--- src/rtl/sipo_deframer_pkg.sv ---
// sipo_pkg: shared FSM state type, default width and counter-width helper for the deframer.
package sipo_pkg;

    localparam int WIDTH_DEF = 4;

    typedef enum logic [1:0] {IDLE, SHIFT, PARITY} state_t;

    function automatic int cnt_w(input int width);
        return $clog2(width + 1);
    endfunction

endpackage

--- src/rtl/sipo_deframer_if.sv ---
// sipo_deframer_if: serial input stream and valid/ready parallel output of the deframer.
interface sipo_deframer_if #(
    parameter int WIDTH = 4
);

    logic             s_in;
    logic             s_valid;
    logic             sync;
    logic [WIDTH-1:0] p_out;
    logic             p_valid;
    logic             p_ready;
    logic             overrun;
    logic             parity_err;

    modport master (
        output s_in, s_valid, sync, p_ready,
        input  p_out, p_valid, overrun, parity_err
    );

    modport slave (
        input  s_in, s_valid, sync, p_ready,
        output p_out, p_valid, overrun, parity_err
    );

endinterface

--- src/rtl/sipo_deframer_out_reg.sv ---
// sipo_out_reg: valid/ready holding register; a load while full and not consumed is dropped
// and raises the sticky overrun flag.
module sipo_out_reg #(
    parameter int WIDTH = 4
) (
    input  logic             clk,
    input  logic             clear,
    input  logic             i_load,
    input  logic [WIDTH-1:0] i_data,
    input  logic             i_flag,
    input  logic             i_ready,
    output logic [WIDTH-1:0] o_data,
    output logic             o_valid,
    output logic             o_flag,
    output logic             o_overrun
);

    logic [WIDTH-1:0] r_data;
    logic             r_valid;
    logic             r_flag;
    logic             r_overrun;
    logic             w_accept;
    logic             w_drop;

    // Consumption in the same cycle frees the slot for the incoming word.
    assign w_accept = i_load && (!r_valid || i_ready);
    assign w_drop   = i_load && r_valid && !i_ready;

    always_ff @(posedge clk) begin
        if (clear) begin
            r_data    <= '0;
            r_valid   <= 1'b0;
            r_flag    <= 1'b0;
            r_overrun <= 1'b0;
        end else begin
            if (w_accept) begin
                r_data  <= i_data;
                r_flag  <= i_flag;
                r_valid <= 1'b1;
            end else if (i_ready) begin
                r_valid <= 1'b0;
            end
            if (w_drop) r_overrun <= 1'b1;
        end
    end

    assign o_data    = r_data;
    assign o_valid   = r_valid;
    assign o_flag    = r_flag;
    assign o_overrun = r_overrun;

endmodule

--- src/rtl/sipo_deframer.sv ---
// sipo_deframer: collects an LSB-first sync-marked serial stream into WIDTH-bit words.
// Define SIPO_PARITY_CHECK_EN to expect a trailing even-parity bit per frame.
module sipo_deframer
    import sipo_pkg::*;
#(
    parameter int WIDTH = WIDTH_DEF
) (
    input  logic             clk,
    input  logic             clear,
    sipo_deframer_if.slave   io_bus
);

    localparam int CNT_W = cnt_w(WIDTH);
`ifdef SIPO_PARITY_CHECK_EN
    localparam state_t AFTER_LAST = PARITY;
`else
    localparam state_t AFTER_LAST = IDLE;
`endif

    state_t           r_state;
    state_t           w_next;
    logic [WIDTH-1:0] r_shreg;
    logic [WIDTH-1:0] w_shnext;
    logic [CNT_W-1:0] r_cnt;
    logic             w_start;
    logic             w_last;
    logic             w_load;
    logic [WIDTH-1:0] w_data;
    logic             w_flag;

    // A sync bit always starts a fresh word, abandoning any partial one.
    assign w_start  = io_bus.s_valid && io_bus.sync;
    assign w_last   = (r_state == SHIFT) && io_bus.s_valid && !io_bus.sync &&
                      (r_cnt == CNT_W'(WIDTH - 1));
    assign w_shnext = {io_bus.s_in, r_shreg[WIDTH-1:1]};

    always_ff @(posedge clk) begin
        if (clear) r_state <= IDLE;
        else       r_state <= w_next;
    end

    always_comb begin
        w_next = w_start            ? SHIFT      :
                 !io_bus.s_valid    ? r_state    :
                 w_last             ? AFTER_LAST :
                 r_state == PARITY  ? IDLE       : r_state;
    end

    always_comb begin
`ifdef SIPO_PARITY_CHECK_EN
        w_load = (r_state == PARITY) && io_bus.s_valid && !io_bus.sync;
        w_data = r_shreg;
        w_flag = ^r_shreg ^ io_bus.s_in;
`else
        w_load = w_last;
        w_data = w_shnext;
        w_flag = 1'b0;
`endif
    end

    always_ff @(posedge clk) begin
        if (clear) begin
            r_shreg <= '0;
            r_cnt   <= '0;
        end else if (w_start) begin
            r_shreg <= w_shnext;
            r_cnt   <= CNT_W'(1);
        end else if ((r_state == SHIFT) && io_bus.s_valid) begin
            r_shreg <= w_shnext;
            r_cnt   <= r_cnt + CNT_W'(1);
        end
    end

    sipo_out_reg #(.WIDTH(WIDTH)) u_out_reg (
        .clk       (clk),
        .clear     (clear),
        .i_load    (w_load),
        .i_data    (w_data),
        .i_flag    (w_flag),
        .i_ready   (io_bus.p_ready),
        .o_data    (io_bus.p_out),
        .o_valid   (io_bus.p_valid),
        .o_flag    (io_bus.parity_err),
        .o_overrun (io_bus.overrun)
    );

endmodule
--- src/flat_wrapper.sv ---
// flat-port wrapper written by rule: the top's interface ports become plain ports
module sipo_deframer_flat import sipo_pkg::*;
#(
    parameter int WIDTH = WIDTH_DEF
)
  (clk, clear, io_bus_s_in, io_bus_s_valid, io_bus_sync, io_bus_p_ready, io_bus_p_out, io_bus_p_valid, io_bus_overrun, io_bus_parity_err);
  sipo_deframer_if #(.WIDTH(WIDTH)) io_bus_i ();
  input  logic clk;
  input  logic clear;
  input wire logic [$bits(io_bus_i.s_in)-1:0] io_bus_s_in;
  input wire logic [$bits(io_bus_i.s_valid)-1:0] io_bus_s_valid;
  input wire logic [$bits(io_bus_i.sync)-1:0] io_bus_sync;
  input wire logic [$bits(io_bus_i.p_ready)-1:0] io_bus_p_ready;
  output wire logic [$bits(io_bus_i.p_out)-1:0] io_bus_p_out;
  output wire logic [$bits(io_bus_i.p_valid)-1:0] io_bus_p_valid;
  output wire logic [$bits(io_bus_i.overrun)-1:0] io_bus_overrun;
  output wire logic [$bits(io_bus_i.parity_err)-1:0] io_bus_parity_err;
  assign io_bus_i.s_in = io_bus_s_in;
  assign io_bus_i.s_valid = io_bus_s_valid;
  assign io_bus_i.sync = io_bus_sync;
  assign io_bus_i.p_ready = io_bus_p_ready;
  assign io_bus_p_out = io_bus_i.p_out;
  assign io_bus_p_valid = io_bus_i.p_valid;
  assign io_bus_overrun = io_bus_i.overrun;
  assign io_bus_parity_err = io_bus_i.parity_err;
  sipo_deframer #(.WIDTH(WIDTH)) u_core (.clk(clk), .clear(clear), .io_bus(io_bus_i));
endmodule
--- config.mk ---
export PLATFORM = sky130hd
export DESIGN_NAME = sipo_deframer_flat
export DESIGN_NICKNAME = d
export VERILOG_FILES = /design/src/rtl/sipo_deframer_pkg.sv /design/src/rtl/sipo_deframer_if.sv /design/src/rtl/sipo_deframer_out_reg.sv /design/src/rtl/sipo_deframer.sv /design/src/flat_wrapper.sv
export SDC_FILE = /design/constraint.sdc
export NUM_CORES = 1
export LEC_CHECK = 0
export ABC_AREA = 0
export ABC_CLOCK_PERIOD_IN_PS = 1450
export BUFFER_PORTS_ARGS = -buffer_cell sky130_fd_sc_hd__buf_2
export CAP_MARGIN = 20
export CORE_UTILIZATION = 24
export CTS_CLUSTER_DIAMETER = 100
export DETAILED_ROUTE_END_ITERATION = 8
export GPL_ROUTABILITY_DRIVEN = 0
export SLEW_MARGIN = 10
export SYNTH_ARGS = -nofsm -noshare
export SYNTH_HDL_FRONTEND = slang
export SYNTH_SLANG_ARGS = --single-unit
--- constraint.sdc ---
create_clock -name clk -period 1.45 [get_ports clk]
set_input_delay 0.145 -clock clk [delete_from_list [all_inputs] [get_ports clk]]
set_output_delay 0.145 -clock clk [all_outputs]
set_load 0.01 [all_outputs]
# == After elaboration in Yosys (flattened, before gate mapping) ==
# Cells that the tools add are included.
# W data, S select, Z words.
# word_totals
inputBits,6
register_bits,15
output_inout_bits,7
word_cells,41
# op_classes
n_eq_ne,3
mux,10
n_reduce_logical,19
addsub,1
# ops
operator,n
$mux W4,2
$reduce_bool A2 Y1,4
$logic_and A1 B1 Y1,7
$mux W1,6
$mux W2,2
$reduce_and A2 Y1,2
$add A3 B1 Y3 const B,1
$eq A3 B2 Y1 const B,1
$logic_not A1 Y1,3
$reduce_bool A3 Y1,1
$eq A2 B1 Y1 const B,1
$eq A2 B2 Y1 const B,1
$reduce_or A2 Y1,1
$logic_or A1 B1 Y1,1

# == Depth between registers and ports, before layout ==
# Gate-level depths: netlist (run 1).
# logic_depth
depth_word,7
depth_mapped,5
depth_no_buf,5

# == By module ==
# A second synthesis (run 1) with hierarchy kept.
# hier_totals
hier_cells,64
area_unflattened_um2,645.6
# by_module_without_submodules
module,area_each_um2,cells_each,n_inst,seq_area_each_um2
sipo_deframer,339.1,34,1,140.1
sipo_out_reg,306.5,30,1,140.1

# == Worst setup path after synthesis (run 1) ==
# Ideal clock, no wire load.
# synth_timing
kind,reg-to-reg
start,reg u_core.r_cnt[0]
end,"reg u_core.u_out_reg.r_data[3], in the netlist u_core.u_out_reg.o_data[3]"
required_ps,1332
arrival_ps,1119
path_stages_with_launch,6
setup_ps,118
n_path_buf,1
setup_slack_ps,213
cell_sequence,dfxtp_1 > ha_1 > ha_1 > and3b_1 > buf_6 > mux2i_1
# synth_via
elab_chain_len,3
# synth_rtl
element,line_no,text
start: declaration,sipo_deframer.sv:24,logic [CNT_W-1:0] r_cnt;
start signal: assignment,sipo_deframer.sv:70,r_cnt <= r_cnt + CNT_W'(1);
$eq A3 B2 Y1,sipo_deframer.sv:34,(r_cnt == CNT_W'(WIDTH - 1));
$logic_and A1 B1 Y1,sipo_deframer.sv:33,assign w_last = (r_state == SHIFT) && io_bus.s_valid && !io_bus.sync &&
$logic_and A1 B1 Y1,sipo_deframer_out_reg.sv:26,assign w_accept = i_load && (!r_valid || i_ready);
end signal: assignment,sipo_deframer_out_reg.sv:37,r_data <= i_data;
end: declaration,sipo_deframer_out_reg.sv:18,logic [WIDTH-1:0] r_data;
# No other way between the ends.
# A chain may end at the register's enable or synchronous reset.

# == Worst setup path in the final report (run 1) ==
# layout_timing
start,reg u_core.r_cnt[0]
end,"reg u_core.u_out_reg.r_data[0], in the netlist u_core.u_out_reg.o_data[0]"
# Same word-level chain as after synthesis.

==> results of run 1 <==
-- cells by family (layout without fill, tap and decap cells) --
group | Yosys count | after routing
adders and majority gates | 2 | 2
AOI/OAI and AO/OA | 7 | 7
buffers and inverters | 6 | 17
DFF | 13 | 13
muxes | 7 | 7
other | 1 | 1
and+or+nand+nor | 21 | 21
-- layout make-up --
| type | instances | share of cell area |
|---|---|---|
| Sequential cell | 13 | 0.402 |
| Timing Repair Buffer | 11 | 0.0851 |
| Clock buffer | 4 | 0.0406 |
| Tap cell | 28 | 0.0542 |
| Multi-Input combinational cell | 38 | 0.406 |
| Inverter | 2 | 0.0116 |
-- worst min path at each step --
stage | start | endpoint | slack, ps | cells past startpoint
floorplan | io_bus_s_in | u_core.r_shreg[3] | 290 | 2
global placement | io_bus_s_in | u_core.r_shreg[3] | 400 | 3
detailed placement | io_bus_s_in | u_core.r_shreg[3] | 420 | 3
CTS | io_bus_s_in | u_core.r_shreg[3] | 120 | 3
global route | io_bus_s_in | u_core.r_shreg[3] | 170 | 3
finish | io_bus_s_in | u_core.r_shreg[3] | 120 | 3
-- where the power goes --
part	total, W	internal [W]	switching (W)
logic	0.0000402	0.0000190	0.0000211
registers	0.000369	0.000364	0.00000506
clock network	0.000227	0.000107	0.000120
total	0.000636	0.000489	0.000146
-- sequential cells by signal (all words and copies together) (netlist names) --
name	count
u_core.u_out_reg.o_data	4
u_core.r_cnt	3
u_core.r_shreg	3
u_core.r_state	1
u_core.u_out_reg.o_overrun	1
u_core.u_out_reg.o_valid	1
-- through the flow --
stage	cell area, um^2	cells	utilization	hold slack (ps)	power, W
2_1_floorplan	564	57	-	289	0.000406
3_3_place_gp	621	92	0.281	401	0.000417
3_5_place_dp	621	92	0.281	417	0.000419
4_1_cts	647	96	0.292	125	0.000643
5_1_grt	647	96	0.292	168	0.000663
6_report	647	96	0.292	122	0.000636
-- routing by layer --
layer,routed length (um),vias up
met3,26,4
met1,444,176
met4,36,0
met2,413,8
met5,0,-
li1,-,209
-- worst min-delay path, delay by kind of cell --
family | cells | cell delay, ps
AND/OR/NAND/NOR | 1 | 70
multiplexers | 1 | 60
buffers and inverters | 1 | 90
-- cell usage after synthesis (all sizes together) (2+ instances only) --
library cell	instances
ha	2
nand2b	8
a22oi	3
and3b	2
dfxtp	13
nor2	8
mux2i	7
nor2b	2
buf	3
inv	2
==> reports/qor_table.md, run 1 <==
| Result | Reported |
|:---|:---|
| Antenna violations before repair | 0 |
| Gate family responsible for the most delay along the worst path | adder cells |
| EDFF count, synth | 0 |
| Highest-delay cell along the critical path | dfxtp_1 |
| Largest family of logic cells by synthesized area | simple AND/OR/NAND/NOR gates |
| Fin. Hold Viols | 0 |
| Worst vdd rail ir drop | 0.306 mV |
| Layout area overhead | 14.6% |
| Critical Path Start Type | flip-flop |
| Main synth FF type | dfxtp_1 |
| Post-placement worst setup slack | 161 ps |
| Number of pins with negative max-slew slack in the final report | 0 |
| Async S/R FF share, synth | 0 |
| Clock latency reported for the late side of the worst-skew pair | 280 ps |
| Post-CTS Setup Bufs | 0 |
| Post-Synthesis Net Count | 65 |
| DR pass1 iterations | 3 |
| Most frequent cells in the layout | dfxtp_1 (13), buf_2 (11), nand2b_1 (8), nor2_1 (8), mux2i_1 (7) |
| Total of flip-flops plus latches after synthesis | 13 |
| Worst endpoint data arrival time | 1510 ps |
| Final worst setup slack | 148 ps |
| I/O pin count | 13 |
| Fraction of met1 tracks used by global routing | 0.0923 |
| Clock tree from TritonCTS | done |
| Leak Pwr | 0.286 nW |
| Largest stage delay, worst path | 350 ps |
| Synthesized netlist cell count | 57 |
| # DRC | 0 |
| Routed len/inst | 9.58 um |
| Routed wire length | 920 um |
| Chip width | 50.5 um |
| Xor/xnor cell area share of the yosys netlist | 0 |
| Highest net fanout along the worst path | 4 |
| Reg area | 260 um^2 |
| Fmax | 768 MHz |
| Fraction of the mapped netlist area in compound gates | 0.0887 |
| Root Driver | clkbuf_4 |
| Most frequent cell on the critical path | ha_1 |
| Standard-cell rows | 17 |
| First DRT Iteration DRCs | 4 |
| Antenna-violating nets left | 0 |
| Tcrit/Tclk final | 0.898 |
| Number of buffer cells added on primary ports | 11 |
| Distinct cell type count after synthesis | 18 |
| Number of vias after detailed routing | 397 |
| Total global-route track usage | 0.0861 |
| Shortest period the worst path allows | 1300 ps |
| Number of H-tree levels | 1 |
| Area of the mapped netlist | 564 um^2 |
| Effective utilization at floorplan | 0.255 |
| Maximum root-to-sink buffer count | 2 |
| Core Footprint | 0.00221 mm^2 |
| Worst setup path startpoint | u_core.r_cnt[0] |
| Top-area cell type share of the netlist area | 0.461 |
| Clk sink count | 13 |
| Slack of the worst reg-to-reg path | 150 ps |
| Worst setup skew after layout | 1.33 ps |
| Max-cap violation count | 0 |
| Clock transition at path regs | 80 ps |
| Filler cell count in the final layout | 248 |
| Combined area of the multi-input logic cells | 263 um^2 |
| Portion of the post-synthesis area used by sequential elements | 0.461 |
| Library cell occupying the most area in the post-synthesis netlist | dfxtp_1 |
| Commonest non-fill, non-tap cell in the layout | dfxtp_1 |
| Count of buffer and inverter cells on the critical path | 0 |
| Number of gates resized after cts | 0 |
| Global-route wire length before repair | 1.52 mm |
| Routed vias/inst | 4.14 |
| Endpoint of the most critical setup path | u_core.u_out_reg.o_data[0] |
| Unrepaired setup endpoints after global routing | false |
| WP depth | 4 |
| Detailed placer's ending HPWL | 676 um |
| Diodes inserted | 0 |
| Total die area | 0.00255 mm^2 |
| Final count of negative-setup-slack endpoints | 0 |
| DIE HEIGHT | 50.5 um |
| Path category of the worst min-delay check | input port to flip-flop |
| Reg2Reg Depth | 4 |
| Final net count | 77 |
| Power per cell area | 983 mW/mm^2 |
| Met2 track utilization from global routing | 0.131 |
| Total of warnings raised by yosys | 0 |
| Vias in the first global route | 352 |
| Multiplexer share of the synthesized area | 0.124 |
| Type of the worst setup path | flip-flop to flip-flop |
| Result of the run | finished, final reports clean |
| Cell breakdown of the critical path | ha_1, ha_1, and3b_1, mux2i_1 |
| Met3 track demand over resource | 0.0182 |
| GR peak layer | met2 |
| Final TNS setup | 0 ps |
| Required time worst endpoint | 1660 ps |
| Number of buffers added by the clock tree synthesis step | 3 |
| Leading post-synthesis cells by cell area | dfxtp_1 (46%), mux2i_1 (12%), nand2b_1 (8.9%), nor2_1 (5.3%), ha_1 (4.4%) |
| Area share of fa/ha/maj cells after synthesis | 0.0443 |
| Maximum number of pins on one net before global-route repair | 18 |
| Reg-to-reg critical path endpoint | u_core.u_out_reg.o_data[0] |
| Hold buffers post-CTS | 0 |
| Share of cells above drive strength 1 | 0.221 |
| Synthesized area per cell | 9.90 um^2 |
| Post-synthesis share of cell area spent on and, or, nand and nor gates | 0.202 |
| Source of the worst register-to-register timing path | u_core.r_cnt[0] |
| Worst Setup End Kind | flip-flop |
| Grt ovf | 0 |
Note: power is estimated with default switching activity, not from simulation.
==> inputs of run 2 (changes only) <==
--- a/config.mk
+++ b/config.mk
@@ -13,7 +13,8 @@
 export CTS_CLUSTER_DIAMETER = 100
 export DETAILED_ROUTE_END_ITERATION = 8
 export GPL_ROUTABILITY_DRIVEN = 0
-export SLEW_MARGIN = 10
+export SETUP_SLACK_MARGIN = 0.1
+export SLEW_MARGIN = 25
 export SYNTH_ARGS = -nofsm -noshare
 export SYNTH_HDL_FRONTEND = slang
 export SYNTH_SLANG_ARGS = --single-unit
==> constraint.sdc (replaced) <==
create_clock -name clk -period 1.45 [get_ports clk]
set_input_delay 0.29 -clock clk [delete_from_list [all_inputs] [get_ports clk]]
set_output_delay 0.29 -clock clk [all_outputs]
set_load 0.01 [all_outputs]
==> run 2 against run 1 <==
- final cell count unchanged
- clock-buffer cell count is the same
- final area rose by 0.77%
- flip-flop and latch count unchanged
- clock power is 7% lower
- critical path type unchanged
- critical path depth did not move
==> reports/qor_table.md, run 2 (synthesis gave the netlist of run 1 again) <==
| Result | Reported | vs previous |
|:---|:---|:---|
| Commonest non-fill, non-tap cell in the layout | dfxtp_1 | unchanged |
| Share of cells above drive strength 1 | 0.265 | was 0.221 |
| Largest register FFs | 4 | unchanged |
| Clock latency reported for the late side of the worst-skew pair | 270 ps | was 280 ps |
| Result of the run | finished, final reports clean | unchanged |
| Reg-to-reg critical path endpoint | u_core.u_out_reg.o_data[3] | was u_core.u_out_reg.o_data[0] |
| Maximum root-to-sink buffer count | 2 | unchanged |
| Unrepaired setup endpoints after global routing | false | unchanged |
| Number of buffer cells added on primary ports | 11 | unchanged |
| Final worst setup slack | 189 ps | was 148 ps |
| Slack of the worst reg-to-reg path | 190 ps | was 150 ps |
| Reg2Reg Depth | 4 | unchanged |
| Most frequent cells in the layout | dfxtp_1 (12), buf_2 (11), nand2b_1 (8), nor2_1 (8), mux2i_1 (7) | was dfxtp_1 (13), buf_2 (11), nand2b_1 (8), nor2_1 (8), mux2i_1 (7) |
| Final count of negative-setup-slack endpoints | 0 | unchanged |
| Maximum number of pins on one net before global-route repair | 18 | unchanged |
| Final TNS setup | 0 ps | unchanged |
| Number of standard cells in the layout, taps in and fillers out | 96 | unchanged |
| Number of pins with negative max-slew slack in the final report | 0 | unchanged |
| Hold buffers post-CTS | 0 | unchanged |
| Worst vdd rail ir drop | 0.300 mV | was 0.306 mV |
| Highest net fanout along the worst path | 4 | unchanged |
| DR pass1 iterations | 2 | was 3 |
| Tcrit/Tclk final | 0.870 | was 0.898 |
| Grt ovf | 0 | unchanged |
| Total power of the final layout | 0.000622 W | was 0.000636 W |
| Post-CTS Setup Bufs | 0 | unchanged |
| Number of vias after detailed routing | 389 | was 397 |
| Core Footprint | 0.00221 mm^2 | unchanged |
| Worst setup skew after layout | 4.13 ps | was 1.33 ps |
| Diodes inserted | 0 | unchanged |
| Standard-cell rows | 17 | unchanged |
| Global-route wire length before repair | 1.46 mm | was 1.52 mm |
| Worst hold path depth | 3 | unchanged |
| Startpoint of the worst hold path | io_bus_s_in | unchanged |
| Routed vias/inst | 4.05 | was 4.14 |
| Filler cell count in the final layout | 249 | was 248 |
| Vias in the first global route | 341 | was 352 |
| Root Driver | clkbuf_4 | unchanged |
| Layout area overhead | 15.5% | was 14.6% |
| DIE HEIGHT | 50.5 um | unchanged |
| Chip width | 50.5 um | unchanged |
| Number of buffers added by the clock tree synthesis step | 3 | unchanged |
| Type of the worst setup path | flip-flop to flip-flop | unchanged |
| Placed cell count | 92 | unchanged |
| Max-cap violation count | 0 | unchanged |
| Required time worst endpoint | 1640 ps | was 1660 ps |
| Fmax | 793 MHz | was 768 MHz |
| Post-placement worst setup slack | 84.6 ps | was 161 ps |
| Critical Path Start Type | flip-flop | unchanged |
| Clock tree from TritonCTS | done | unchanged |
| First DRT Iteration DRCs | 5 | was 4 |
| Final net count | 77 | unchanged |
| Source of the worst register-to-register timing path | u_core.r_cnt[0] | unchanged |
| Path category of the worst min-delay check | input port to flip-flop | unchanged |
| Number of H-tree levels | 1 | unchanged |
| Worst endpoint data arrival time | 1450 ps | was 1510 ps |
| I/O pin count | 13 | unchanged |
| Leak Pwr | 0.284 nW | was 0.286 nW |
| Effective utilization at floorplan | 0.255 | unchanged |
| Total die area | 0.00255 mm^2 | unchanged |
| Shortest period the worst path allows | 1260 ps | was 1300 ps |
| Antenna-violating nets left | 0 | unchanged |
| Clk sink count | 13 | unchanged |
| Total global-route track usage | 0.0842 | was 0.0861 |
| Antenna violations before repair | 0 | unchanged |
| # DRC | 0 | unchanged |
| Worst-case hold path end point | u_core.r_shreg[3] | unchanged |
| Power per cell area | 955 mW/mm^2 | was 983 mW/mm^2 |
| Fin. Hold Viols | 0 | unchanged |
| Clock transition at path regs | 70 ps | was 80 ps |
| Routed wire length | 900 um | was 920 um |
| Worst Setup End Kind | flip-flop | unchanged |
| Number of gates resized after cts | 1 | was 0 |
| Routed len/inst | 9.38 um | was 9.58 um |
[run 2: cell types whose count changed in the layout (fill, tap and decap cells not counted)]
cell and delta:
and3b_1 -1, ha_2 +1, dfxtp_1 -1, dfxtp_2 +1, and3b_2 +1, ha_1 -1
[run 2: worst max-delay path by stage]
stage,from,end,cells after the start
2_1_floorplan,u_core.r_cnt[0],u_core.u_out_reg.o_data[3],5
3_5_place_dp,io_bus_sync,u_core.u_out_reg.o_data[3],4
4_1_cts,u_core.r_cnt[0],u_core.u_out_reg.o_data[3],4
3_3_place_gp,io_bus_sync,u_core.u_out_reg.o_data[3],4
5_1_grt,u_core.r_cnt[0],u_core.u_out_reg.o_data[3],4
6_report,u_core.r_cnt[0],u_core.u_out_reg.o_data[3],4
[run 2: cell type report]
| class | instances | area [um^2] | area share |
|---|---|---|---|
| Clock buffer | 4 | 26.3 | 0.0403 |
| Inverter | 2 | 7.51 | 0.0115 |
| Multi-Input combinational cell | 38 | 267 | 0.409 |
| Sequential cell | 13 | 262 | 0.401 |
| Tap cell | 28 | 35.0 | 0.0537 |
| Timing Repair Buffer | 11 | 55.1 | 0.0845 |
[run 2: stage by stage]
step                      utilization  area (um^2)  hold WS [ps]
final                           0.295          652           301
after detailed placement        0.281          621           456
after global placement          0.281          621           458
after CTS                       0.293          648           302
after floorplan                     -          564           434
after global routing            0.295          652           298
[run 2: critical path, stage by stage (launching register included)]
cell and delay [ps]:
dfxtp_2 350, ha_1 160, ha_2 210, and3b_2 260, mux2i_1 210
[run 2: layer usage]
metal / part of all wire / vias up / wire length, um / track usage
li1: - / 211 / - / -
met1: 0.46 / 166 / 417 / 0.0850
met2: 0.47 / 8 / 421 / 0.120
met3: 0.027 / 4 / 24 / 0.0364
met4: 0.041 / 0 / 37 / 0.0972
met5: 0 / - / 0 / 0
[run 2: power by group]
| part | total, W | switching, W | leakage [nW] | internal [W] |
|---|---|---|---|---|
| sequential | 0.000370 | 0.00000531 | 0.106 | 0.000364 |
| clock | 0.000212 | 0.000106 | 0.0150 | 0.000106 |
| combinational | 0.0000408 | 0.0000216 | 0.164 | 0.0000191 |
| total | 0.000622 | 0.000133 | 0.284 | 0.000490 |
==> inputs of run 3 (changes only) <==
--- a/config.mk
+++ b/config.mk
@@ -17,4 +17,5 @@
 export SLEW_MARGIN = 25
 export SYNTH_ARGS = -nofsm -noshare
 export SYNTH_HDL_FRONTEND = slang
+export SYNTH_HIERARCHICAL = 1
 export SYNTH_SLANG_ARGS = --single-unit
==> run 3 against run 2 <==
- fmax down 7.4%
- die area rose by 14%
- final area rose by 23%
- largest power group unchanged
- highest routed layer unchanged
==> reports/qor_table.md, run 3 <==
| Result | Reported | vs previous |
|:---|:---|:---|
| Result of the run | finished, final reports clean | unchanged |
| Number of H-tree levels | 1 | unchanged |
| Top-area cell type share of the netlist area | 0.434 | was 0.461 |
| Chip width | 53.9 um | was 50.5 um |
| Required time worst endpoint | 1660 ps | was 1640 ps |
| Leading post-synthesis cells by cell area | dfxtp_1 (43%), nand2b_1 (15%), mux2i_1 (12%), ha_1 (3.9%), buf_6 (3.5%) | was dfxtp_1 (46%), mux2i_1 (12%), nand2b_1 (8.9%), nor2_1 (5.3%), ha_1 (4.4%) |
| Clock transition at path regs | 80 ps | was 70 ps |
| Routed vias/inst | 4.36 | was 4.05 |
| Number of pins with negative max-slew slack in the final report | 0 | unchanged |
| Number of buffers added by the clock tree synthesis step | 3 | unchanged |
| Reg area | 283 um^2 | was 262 um^2 |
| Cell breakdown of the critical path | ha_4, ha_4, and4b_1, nor2b_4, mux2i_1 | was ha_1, ha_2, and3b_2, mux2i_1 |
| Grt ovf | 0 | unchanged |
| Leading cell type by number of instances after synthesis | nand2b_1 | was dfxtp_1 |
| Commonest non-fill, non-tap cell in the layout | nand2b_1 | was dfxtp_1 |
| Post-Synthesis Net Count | 72 | was 65 |
| Number of vias after detailed routing | 475 | was 389 |
| Critical Path Start Type | flip-flop | unchanged |
| Total of flip-flops plus latches after synthesis | 14 | was 13 |
| # DRC | 0 | unchanged |
| Most frequent cell on the critical path | ha_4 |  |
| Type of the worst setup path | flip-flop to flip-flop | unchanged |
| Clock latency reported for the late side of the worst-skew pair | 280 ps | was 270 ps |
| Async S/R FF share, synth | 0 | unchanged |
| DIE HEIGHT | 53.9 um | was 50.5 um |
| Worst endpoint data arrival time | 1580 ps | was 1450 ps |
| Routed len/inst | 10.7 um | was 9.38 um |
| Share of cells above drive strength 1 | 0.342 | was 0.265 |
| Vias in the first global route | 428 | was 341 |
| Leak Pwr | 0.314 nW | was 0.284 nW |
| Distinct cell type count after synthesis | 21 | was 18 |
| Gate family responsible for the most delay along the worst path | simple AND/OR/NAND/NOR gates | was adder cells |
| Diodes inserted | 0 | unchanged |
| Fin. Hold Viols | 0 | unchanged |
| Highest net fanout along the worst path | 5 | was 4 |
| Count of buffer and inverter cells on the critical path | 0 | unchanged |
| Max-cap violation count | 0 | unchanged |
| Filler cell count in the final layout | 262 | was 249 |
| Final net count | 88 | was 77 |
| Largest register FFs | 4 | unchanged |
| Combined area of the multi-input logic cells | 358 um^2 | was 267 um^2 |
| Detailed placer's ending HPWL | 766 um |  |
| Antenna-violating nets left | 0 | unchanged |
| Synthesized netlist cell count | 64 | was 57 |
| Highest-delay cell along the critical path | dfxtp_2 | unchanged |
| Total global-route track usage | 0.0867 | was 0.0842 |
| Most frequent cells in the layout | nand2b_1 (15), buf_2 (12), dfxtp_1 (12) | was dfxtp_1 (12), buf_2 (11), nand2b_1 (8), nor2_1 (8), mux2i_1 (7) |
| Worst vdd rail ir drop | 0.349 mV | was 0.300 mV |
| Global-route wire length before repair | 1.76 mm | was 1.46 mm |
| Clk sink count | 14 | was 13 |
| Area of the mapped netlist | 646 um^2 | was 564 um^2 |
| Standard-cell rows | 18 | was 17 |
| Power per cell area | 917 mW/mm^2 | was 955 mW/mm^2 |
| Layout area overhead | 24.6% | was 15.5% |
| Core Footprint | 0.00250 mm^2 | was 0.00221 mm^2 |
| DR pass1 iterations | 5 | was 2 |
| Largest stage delay, worst path | 370 ps | was 350 ps |
| Total of warnings raised by yosys | 6 | was 0 |
| Unrepaired setup endpoints after global routing | true | was false |
| Synthesized area per cell | 10.1 um^2 | was 9.90 um^2 |
| Tcrit/Tclk final | 0.939 | was 0.870 |
| I/O pin count | 13 | unchanged |
| Top cells by count, synth | nand2b_1 (15), dfxtp_1 (14), mux2i_1 (8) | was dfxtp_1 (13), nand2b_1 (8), nor2_1 (8) |
| Portion of the post-synthesis area used by sequential elements | 0.434 | was 0.461 |
| Final TNS setup | 0 ps | unchanged |
| Root Driver | clkbuf_4 | unchanged |
| Main synth FF type | dfxtp_1 | unchanged |
| Routed wire length | 1.16 mm | was 900 um |
| Shortest period the worst path allows | 1360 ps | was 1260 ps |
| Final standard cell utilization of the core | 0.322 | was 0.295 |
| Maximum number of pins on one net before global-route repair | 24 | was 18 |
| Clock tree from TritonCTS | done | unchanged |
| Library cell occupying the most area in the post-synthesis netlist | dfxtp_1 | unchanged |
| Path category of the worst min-delay check | input port to flip-flop | unchanged |
| Final count of negative-setup-slack endpoints | 0 | unchanged |
| Maximum root-to-sink buffer count | 2 | unchanged |
| Worst Setup End Kind | flip-flop | unchanged |
| Worst setup skew after layout | 3.51 ps | was 4.13 ps |
| Hold Slack | 282 ps | was 301 ps |
| Antenna violations before repair | 0 | unchanged |
| Effective utilization at floorplan | 0.258 | was 0.255 |
| Total die area | 0.00290 mm^2 | was 0.00255 mm^2 |
| Fmax | 735 MHz | was 793 MHz |
| Final worst setup slack | 88.7 ps | was 189 ps |
| Number of buffer cells added on primary ports | 12 | was 11 |
| First DRT Iteration DRCs | 4 | was 5 |
| EDFF count, synth | 0 | unchanged |
| Hold buffers post-CTS | 0 | unchanged |
| Post-placement worst setup slack | -91.6 ps | was 84.6 ps |
## run 3: cell types whose count changed in the layout (fill, tap and decap cells not counted), moves of 2 or more
cell / previous run / this run
ha_4: 0 / 2
nor2_1: 8 / 4
nand2b_1: 8 / 15
o32ai_1: 0 / 2
a22oi_1: 3 / 0
nor2b_4: 0 / 2
buf_4: 0 / 3
## run 3: repair_timing
| item | in CTS | in global routing |
|---|---|---|
| resized for setup | 7 | 0 |
| setup endpoints to repair | 5 | 5 |
| setup buffers | 2 | 1 |
| pin swaps | 0 | 1 |
## run 3: cell type report
class | count | share of cell area
clock buffers | 4 | 0.0451
inverters | 2 | 0.00933
multi-input cells | 44 | 0.445
flip-flops and latches | 14 | 0.351
well taps | 30 | 0.0467
repair buffers | 15 | 0.103
## run 3: stage by stage
step                instances  instance area, um^2  power (W)
floorplan                  64                  646   0.000444
global placement          102                  713   0.000454
detailed placement        102                  713   0.000456
CTS                       108                  797   0.000754
global route              109                  805   0.000771
finish                    109                  805   0.000738
## run 3: power by group
group	switching (W)	total [W]	internal (W)
clock	0.000127	0.000280	0.000153
sequential	0.00000663	0.000399	0.000393
combinational	0.0000273	0.0000590	0.0000316
## run 3: layer usage
layer | up-vias | track usage | wire length [um]
met3 | 2 | 0.00847 | 44
met4 | 0 | 0.0789 | 18
met1 | 221 | 0.0980 | 513
met5 | - | 0 | 0
li1 | 240 | - | -
met2 | 12 | 0.142 | 587
## run 3: logic make-up after synthesis
kind of cell	count (synthesis)	synth area share
mux	8	0.124
flops	14	0.434
compound gates	7	0.0833
simple gates	26	0.256
other cells	1	0.00581
buf+inv	6	0.0581
fa+ha+maj	2	0.0388
## run 3: worst reg2reg max path: stages, from the launching register on
cell and delay, ps:
dfxtp_2 370, ha_4 140, ha_4 120, and4b_1 210
nor2b_4 260, mux2i_1 210
## run 3: final timing paths
path	start	end	slack, ps	cells past startpoint
setup / recovery	u_core/r_cnt[0]	u_core/u_out_reg/o_data[1]	90	5
hold / removal	io_bus_s_in	u_core/u_out_reg/o_data[3]	280	3
setup reg to reg	u_core/r_cnt[0]	u_core/u_out_reg/o_data[1]	90	5
hold reg to reg	u_core/u_out_reg/o_overrun	u_core/u_out_reg/o_overrun	470	2
